**config.mk**
```make
export PLATFORM = sky130hd
export DESIGN_NAME = mag_sq_peak
export DESIGN_NICKNAME = d
export VERILOG_FILES = /design/src/rtl/mag_sq_peak.sv
export SDC_FILE = /design/constraint.sdc
export NUM_CORES = 1
export LEC_CHECK = 0
export BUFFER_PORTS_ARGS = -buffer_cell sky130_fd_sc_hd__buf_4
export CAP_MARGIN = 30
export CORE_ASPECT_RATIO = 0.6
export CORE_MARGIN = 2
export CORE_UTILIZATION = 68
export CTS_CLUSTER_DIAMETER = 60
export DETAILED_ROUTE_END_ITERATION = 8
export HOLD_SLACK_MARGIN = 0.15
export PLACE_DENSITY = 0.9
export SETUP_SLACK_MARGIN = 0.15
export SYNTH_ARGS = -nofsm -noshare
export SYNTH_HDL_FRONTEND = slang
export SYNTH_SLANG_ARGS = --single-unit
export TNS_END_PERCENT = 1
```
**constraint.sdc**
```tcl
create_clock -name CK_i -period 15.9 [get_ports CK_i]
set_clock_uncertainty 0.05 [all_clocks]
set_input_delay 3.18 -clock CK_i [delete_from_list [all_inputs] [get_ports CK_i]]
set_output_delay 3.18 -clock CK_i [all_outputs]
set_load 0.01 [all_outputs]
```
**src/rtl/mag_sq_peak.sv**
```systemverilog
// Magnitude-squared stage with per-frame peak tracking.
// Turns signed 12-bit I/Q FFT bins into a saturated 23-bit I^2+Q^2 word for the
// square-root stage, numbers the bins, reports the strongest eligible bin of
// every complete frame and forwards the accumulated block delay.
module mag_sq_peak #(
    parameter int C_FFT_N    = 1024,
    parameter int C_BIN_W    = 10,
    parameter int C_BIN_MIN  = 1,
    parameter int C_DAT_DLYs = 3
) (
    input  logic                      CK_i,
    input  logic                      XARST_i,
    input  logic                      EN_i,
    input  logic                      SOF_i,
    input  logic signed [11:0]        Is_i,
    input  logic signed [11:0]        Qs_i,
    input  logic        [7:0]         B_IN_DAT_DLYs_i,
    output logic        [22:0]        DATs_o,
    output logic                      DAT_EN_o,
    output logic                      DAT_SOF_o,
    output logic        [C_BIN_W-1:0] BINs_o,
    output logic        [22:0]        PEAKs_o,
    output logic        [C_BIN_W-1:0] PEAK_BINs_o,
    output logic                      PEAK_EN_o,
    output logic        [7:0]         B_OUT_DAT_DLYs_o
);

    localparam logic [C_BIN_W-1:0] LAST_BIN = C_BIN_W'(C_FFT_N - 1);
    localparam logic [C_BIN_W-1:0] MIN_BIN  = C_BIN_W'(C_BIN_MIN);
    localparam logic [22:0]        SAT_MAX  = 23'h7F_FFFF;

    // Stage 1 registers
    logic signed [11:0] s1I_q, s1Q_q;
    logic               s1En_q, s1Sof_q;

    // Stage 2 registers and their next-state squares
    logic [22:0]        s2ISq_q, s2QSq_q;
    logic [22:0]        s2ISq_d, s2QSq_d;
    logic               s2En_q, s2Sof_q;
    logic signed [22:0] iExt, qExt;

    // Stage 3 / output-domain state
    logic [23:0]        sumD;
    logic [22:0]        satD;
    logic [C_BIN_W-1:0] curBin;
    logic [22:0]        dat_q, dat_d;
    logic               datEn_q, datEn_d;
    logic               datSof_q, datSof_d;
    logic [C_BIN_W-1:0] bin_q, bin_d;
    logic [C_BIN_W-1:0] nextBin_q, nextBin_d;
    logic               active_q, active_d;
    logic [22:0]        candVal_q, candVal_d;
    logic [C_BIN_W-1:0] candBin_q, candBin_d;
    logic               lastSeen_q, lastSeen_d;
    logic [22:0]        peak_q, peak_d;
    logic [C_BIN_W-1:0] peakBin_q, peakBin_d;
    logic               peakEn_q, peakEn_d;

    // Delay bookkeeping is pure arithmetic and wraps naturally at 8 bits.
    assign B_OUT_DAT_DLYs_o = B_IN_DAT_DLYs_i + 8'(C_DAT_DLYs);

    // Stage 1: capture the raw sample together with its qualifiers.
    always_ff @(posedge CK_i) begin
        if (!XARST_i) begin
            s1I_q   <= '0;
            s1Q_q   <= '0;
            s1En_q  <= 1'b0;
            s1Sof_q <= 1'b0;
        end else begin
            s1I_q   <= Is_i;
            s1Q_q   <= Qs_i;
            s1En_q  <= EN_i;
            s1Sof_q <= SOF_i;
        end
    end

    // A square of a 12-bit signed value is at most 2**22, so 23 bits hold it exactly.
    assign iExt    = {{11{s1I_q[11]}}, s1I_q};
    assign qExt    = {{11{s1Q_q[11]}}, s1Q_q};
    assign s2ISq_d = 23'(iExt * iExt);
    assign s2QSq_d = 23'(qExt * qExt);

    // Stage 2: register the two squares.
    always_ff @(posedge CK_i) begin
        if (!XARST_i) begin
            s2ISq_q <= '0;
            s2QSq_q <= '0;
            s2En_q  <= 1'b0;
            s2Sof_q <= 1'b0;
        end else begin
            s2ISq_q <= s2ISq_d;
            s2QSq_q <= s2QSq_d;
            s2En_q  <= s1En_q;
            s2Sof_q <= s1Sof_q;
        end
    end

    // Only -2048/-2048 can overflow 23 bits; clamp it to full scale.
    assign sumD = {1'b0, s2ISq_q} + {1'b0, s2QSq_q};
    assign satD = sumD[23] ? SAT_MAX : sumD[22:0];

    // A real SOF forces bin 0; otherwise the sample takes the pending bin number.
    assign curBin = s2Sof_q ? '0 : nextBin_q;

    // Stage 3 next-state: output word, bin numbering, peak candidate and strobe.
    always_comb begin
        dat_d      = dat_q;
        datEn_d    = s2En_q;
        datSof_d   = s2En_q & s2Sof_q;
        bin_d      = bin_q;
        nextBin_d  = nextBin_q;
        active_d   = active_q;
        candVal_d  = candVal_q;
        candBin_d  = candBin_q;
        lastSeen_d = 1'b0;
        peak_d     = peak_q;
        peakBin_d  = peakBin_q;
        peakEn_d   = 1'b0;

        if (s2En_q) begin
            dat_d     = satD;
            bin_d     = curBin;
            nextBin_d = (curBin == LAST_BIN) ? '0 : curBin + C_BIN_W'(1);
            if (s2Sof_q) begin
                active_d = 1'b1;
            end
            if (curBin == '0) begin
                candVal_d = (C_BIN_MIN == 0) ? satD : '0;
                candBin_d = '0;
            end else if ((curBin >= MIN_BIN) && (satD > candVal_q)) begin
                candVal_d = satD;
                candBin_d = curBin;
            end
            lastSeen_d = (curBin == LAST_BIN) && active_d;
        end

        if (lastSeen_q) begin
            peak_d    = candVal_q;
            peakBin_d = candBin_q;
            peakEn_d  = 1'b1;
        end
    end

    // Stage 3 state register; reset discards any partially observed frame.
    always_ff @(posedge CK_i) begin
        if (!XARST_i) begin
            dat_q      <= '0;
            datEn_q    <= 1'b0;
            datSof_q   <= 1'b0;
            bin_q      <= '0;
            nextBin_q  <= '0;
            active_q   <= 1'b0;
            candVal_q  <= '0;
            candBin_q  <= '0;
            lastSeen_q <= 1'b0;
            peak_q     <= '0;
            peakBin_q  <= '0;
            peakEn_q   <= 1'b0;
        end else begin
            dat_q      <= dat_d;
            datEn_q    <= datEn_d;
            datSof_q   <= datSof_d;
            bin_q      <= bin_d;
            nextBin_q  <= nextBin_d;
            active_q   <= active_d;
            candVal_q  <= candVal_d;
            candBin_q  <= candBin_d;
            lastSeen_q <= lastSeen_d;
            peak_q     <= peak_d;
            peakBin_q  <= peakBin_d;
            peakEn_q   <= peakEn_d;
        end
    end

    assign DATs_o      = dat_q;
    assign DAT_EN_o    = datEn_q;
    assign DAT_SOF_o   = datSof_q;
    assign BINs_o      = bin_q;
    assign PEAKs_o     = peak_q;
    assign PEAK_BINs_o = peakBin_q;
    assign PEAK_EN_o   = peakEn_q;

endmodule

```
-- Yosys cells after proc, flatten, opt, wreduce, memory -nomap -nowiden
Index checks and enable logic that the tools add are counted.
- logic and storage cells: 45
- output and inout bits: 77
- register bits: 188
- input port bits: 36
- reduce and logical (&&, ||, !) cells: 6
- multipliers: 2
- add/subtract/negate cells: 3
- equality and inequality tests: 1
- multiplexer cells: 10
- bitwise logic cells: 1
- magnitude comparators: 2
- operator list (operator ; count):
    two-way mux 23 bit ; 3
    multiplier 12 x 12 -> 23 bit ; 2
    two-way mux 10 bit ; 4
    adder 23 x 23 -> 24 bit ; 1
    greater-than comparator 23 bit ; 1
    adder 10 x 1 -> 10 bit (second input constant) ; 1
    equality test 10 bit (second input constant) ; 1
    greater-or-equal comparator 10 x 1 -> 1 bit (second input constant) ; 1
    logical NOT 10 bit ; 1
    adder 8 x 2 -> 8 bit (second input constant) ; 1
    AND reduction 2 bit ; 2
    two-way mux 1 bit ; 3
    logical AND 1 bit ; 2
    nonzero test 2 bit ; 1
    bitwise AND 1 bit ; 1

-- Logic depth before layout (Yosys ltp)
- depth in word-level cells: 6
- mapped depth: 23
- mapped depth without buffers: 22

-- Least setup slack after synthesis
No wires, ideal clock.
- kind: input port to output port
- start: input port B_IN_DAT_DLYs_i[0]
- end: output port B_OUT_DAT_DLYs_o[6]
- path buffers: 0
- stages: 4
- data arrival time: 3839 ps
- slack: 8831 ps
- required time: 12670 ps
- cells stage by stage: inv_1 ha_1 nor2_1 xor2_1
- longest elaborated chain between the ends: 1
- ends and longest elaborated chain (what ; line ; source):
    start, declared ; 17 ; input logic [7:0] B_IN_DAT_DLYs_i,
    adder 8 x 2 -> 8 bit ; 60 ; assign B_OUT_DAT_DLYs_o = B_IN_DAT_DLYs_i + 8'(C_DAT_DLYs);
    end, declared ; 25 ; output logic [7:0] B_OUT_DAT_DLYs_o
Every way passes these cells.

-- Final worst setup path
- start: input port B_IN_DAT_DLYs_i[0]
- end: output port B_OUT_DAT_DLYs_o[4]
Same word-level chain as after synthesis.

==> flow_summary.json <==
{
  "finalSetupViolations": 0,
  "holdBufCountCts": 0,
  "synth-async-reset-ratio_pct": 0,
  "syn-cell-area_um2": 17000,
  "syn_inst": 1843,
  "rows": 44,
  "antenna_cells": 0,
  "gp_congestion": 0.870,
  "leakage_nw": 9.54,
  "port_buffers": 112,
  "clk_latency_ps": 460,
  "area_delta_synth_final_pct": 9.85,
  "dieArea_um2": 26300,
  "clockBufferDepth": 2,
  "fin_tns_setup_ps": 0,
  "cts_tree": "done",
  "cts_sinks": 186,
  "hold_depth": 1,
  "max_stage_delay_ps": 240,
  "die_w_um": 208,
  "crit_fanout": 4,
  "path_cells": "buf_4 > inv_1 > ha_1 > nor2_1 > xor2_1 > buf_4",
  "wl_met2_mm": 18.2,
  "post-place-cells": 2219,
  "antenna_found_initial": 0,
  "synth_edf_count": 0,
  "synthFlopType": "dfxtp_1",
  "numCtsBuffers": 17,
  "synth_top_area_share_pct": 27.5,
  "maxUsedRoutingLayer": "met4",
  "synthTopCellsByCount": "inv_1, fa_1, dfxtp_1",
  "ir_drop_mv": 0.0927,
  "rr_worst_depth": 21,
  "drt-total-wl_mm": 38.8,
  "drc": 0,
  "startpoint": "B_IN_DAT_DLYs_i[0]",
  "fin_nets": 2346,
  "endpoint_kind": "output port",
  "slew_headroom_pct": 35.6,
  "cp.required_ps": 12670,
  "yosys_register_bits": 186,
  "ys_types": 63,
  "period_share_pct": 45.7,
  "coreArea_um2": 24400,
  "synth_top_cell_by_area": "fa_1",
  "synth_most_common_cell": "inv_1",
  "routedWlPerCell_um": 17.2,
  "cp_slowest_cell": "ha_1",
  "worstMarginPinSlew_ps": 966,
  "htree_levels": 4,
  "ys.warnings.count": 0,
  "antenna_left": 0,
  "grt_pass1_vias": 13600,
  "gr-total-overflow": 0,
  "synth_area_per_cell_um2": 9.23,
  "rsz0062_at_grt": "false",
  "die_y_um": 127,
  "post_drt_via_cell_ratio": 5.68,
  "final.min_clock_period_ps": 7270,
  "startpoint_type": "input pin",
  "max_freq_mhz": 138,
  "drtIter0Drc": 1133,
  "clockRootBuffer": "clkbuf_16",
  "ios": 113,
  "power.total_mw": 2.01,
  "path_class": "input pin to output port",
  "netlist_top_cells_area": "fa_1, dfxtp_1, ha_1",
  "drv_slew": 0,
  "whs_ps": 387,
  "drtPass1Iterations": 5,
  "layout-drive-gt1-share_pct": 9.28,
  "min_from": "s1En_q",
  "cap_violations": 0,
  "clk_pin_slew_ps": 70,
  "num_vias": 12800,
  "path_common_cell": "buf_4",
  "hold_violations": 0,
  "grt_max_degree": 92,
  "critPathArrivalTime_ps": 4040,
  "syn-num-nets": 2273,
  "status": "completed",
  "r2r_start": "s1I_q[8]",
  "hp-class": "flop to flop",
  "grt_use_total_pct": 31.3,
  "seq_area_frac_synth_pct": 21.9,
  "p_per_area_nw_per_um2": 108,
  "dp_hpwl_mm": 29.7,
  "met1Wirelength_mm": 16.5,
  "instances_no_fill": 2251,
  "dr_wl_met3_mm": 3.06,
  "cts_resized": 0,
  "grt_pass1_wl_mm": 66.0,
  "initial_core_util_pct": 69.8,
  "post-cts-setup-buffer-count": 0
}
layout make-up:
type | instances | area, um^2
inverter | 380 | 1430
timing repair buffer | 116 | 903
tap | 322 | 403
clock buffer | 18 | 439
multi-input combinational | 1215 | 11600
clock inverter | 14 | 166
sequential | 186 | 3730
fill | 1534 | 5700
path summary, 6_finish.rpt:
check	to	slack [ps]
worst max-delay path	B_OUT_DAT_DLYs_o[4]	8630
worst min-delay path	datEn_d	390
worst max register to register	s2ISq_q[21]	9630
worst min register to register	datEn_d	390
per-stage QoR:
stage | util [%] | setup slack [ps] | area (um^2)
floorplan | - | 8830 | 17000
global placement | 74.0 | 8700 | 18000
detailed placement | 74.2 | 8640 | 18100
CTS | 76.6 | 8640 | 18700
global route | 76.6 | 8580 | 18700
finish | 76.6 | 8630 | 18700
layout by cell type, fill, tap and decap left out, types with 16 or more instances in the layout:
| cell type | netlist | routed |
|---|---|---|
| a211oi_1 | 16 | 16 |
| a21o_1 | 23 | 23 |
| a21oi_1 | 44 | 44 |
| and2_1 | 83 | 83 |
| and3_1 | 16 | 16 |
| buf_4 | 0 | 114 |
| clkbuf_16 | 0 | 17 |
| dfxtp_1 | 186 | 184 |
| fa_1 | 234 | 234 |
| ha_1 | 160 | 160 |
| inv_1 | 377 | 377 |
| mux2i_1 | 58 | 58 |
| nand2_1 | 115 | 115 |
| nand3_1 | 18 | 18 |
| nor2_1 | 182 | 182 |
| nor2b_1 | 17 | 17 |
| nor3_1 | 17 | 17 |
| o21ai_0 | 34 | 34 |
| xnor2_1 | 41 | 41 |
| xor2_1 | 29 | 29 |
kinds of logic (layout without fill, tap and decap cells):
group	after synthesis	in the layout	synth area share, %
AND/OR/NAND/NOR	490	490	13.4
flip-flops	186	186	21.9
multiplexers	58	58	3.41
buffers and inverters	442	528	9.79
AO/OA/AOI/OAI	203	203	8.57
XOR/XNOR	70	70	3.60
adder cells (fa/ha/maj)	394	394	39.3
routing by layer:
layer / track usage [%] / vias up
met2: 52.1 / 525
li1: - / 5898
met5: 0 / -
met1: 42.3 / 6275
met4: 9.82 / 0
met3: 5.20 / 97
critical path: cells and delay by family:
family	cells	cell delay [ps]
buffers and inverters	3	300
xor gates and xnor gates	1	180
adders and majority gates	1	240
and+or+nand+nor	1	140
where the power goes:
group          switching (mW)  internal, mW  total, mW
clock                   0.226         0.217      0.444
sequential             0.0314         0.509      0.540
combinational           0.615         0.411       1.03
total                   0.873          1.14       2.01
flip-flops by register name (all words and copies together), names as in the netlist, 10 cells and up:
name and count:
PEAK_BINs_o 10, BINs_o 10, s2ISq_q 22, nextBin_q 10, s1I_q 12, candVal_q 23, PEAKs_o 23, s1Q_q 12
DATs_o 23, candBin_q 10, s2QSq_q 22
(Power assumes the default switching activity.)
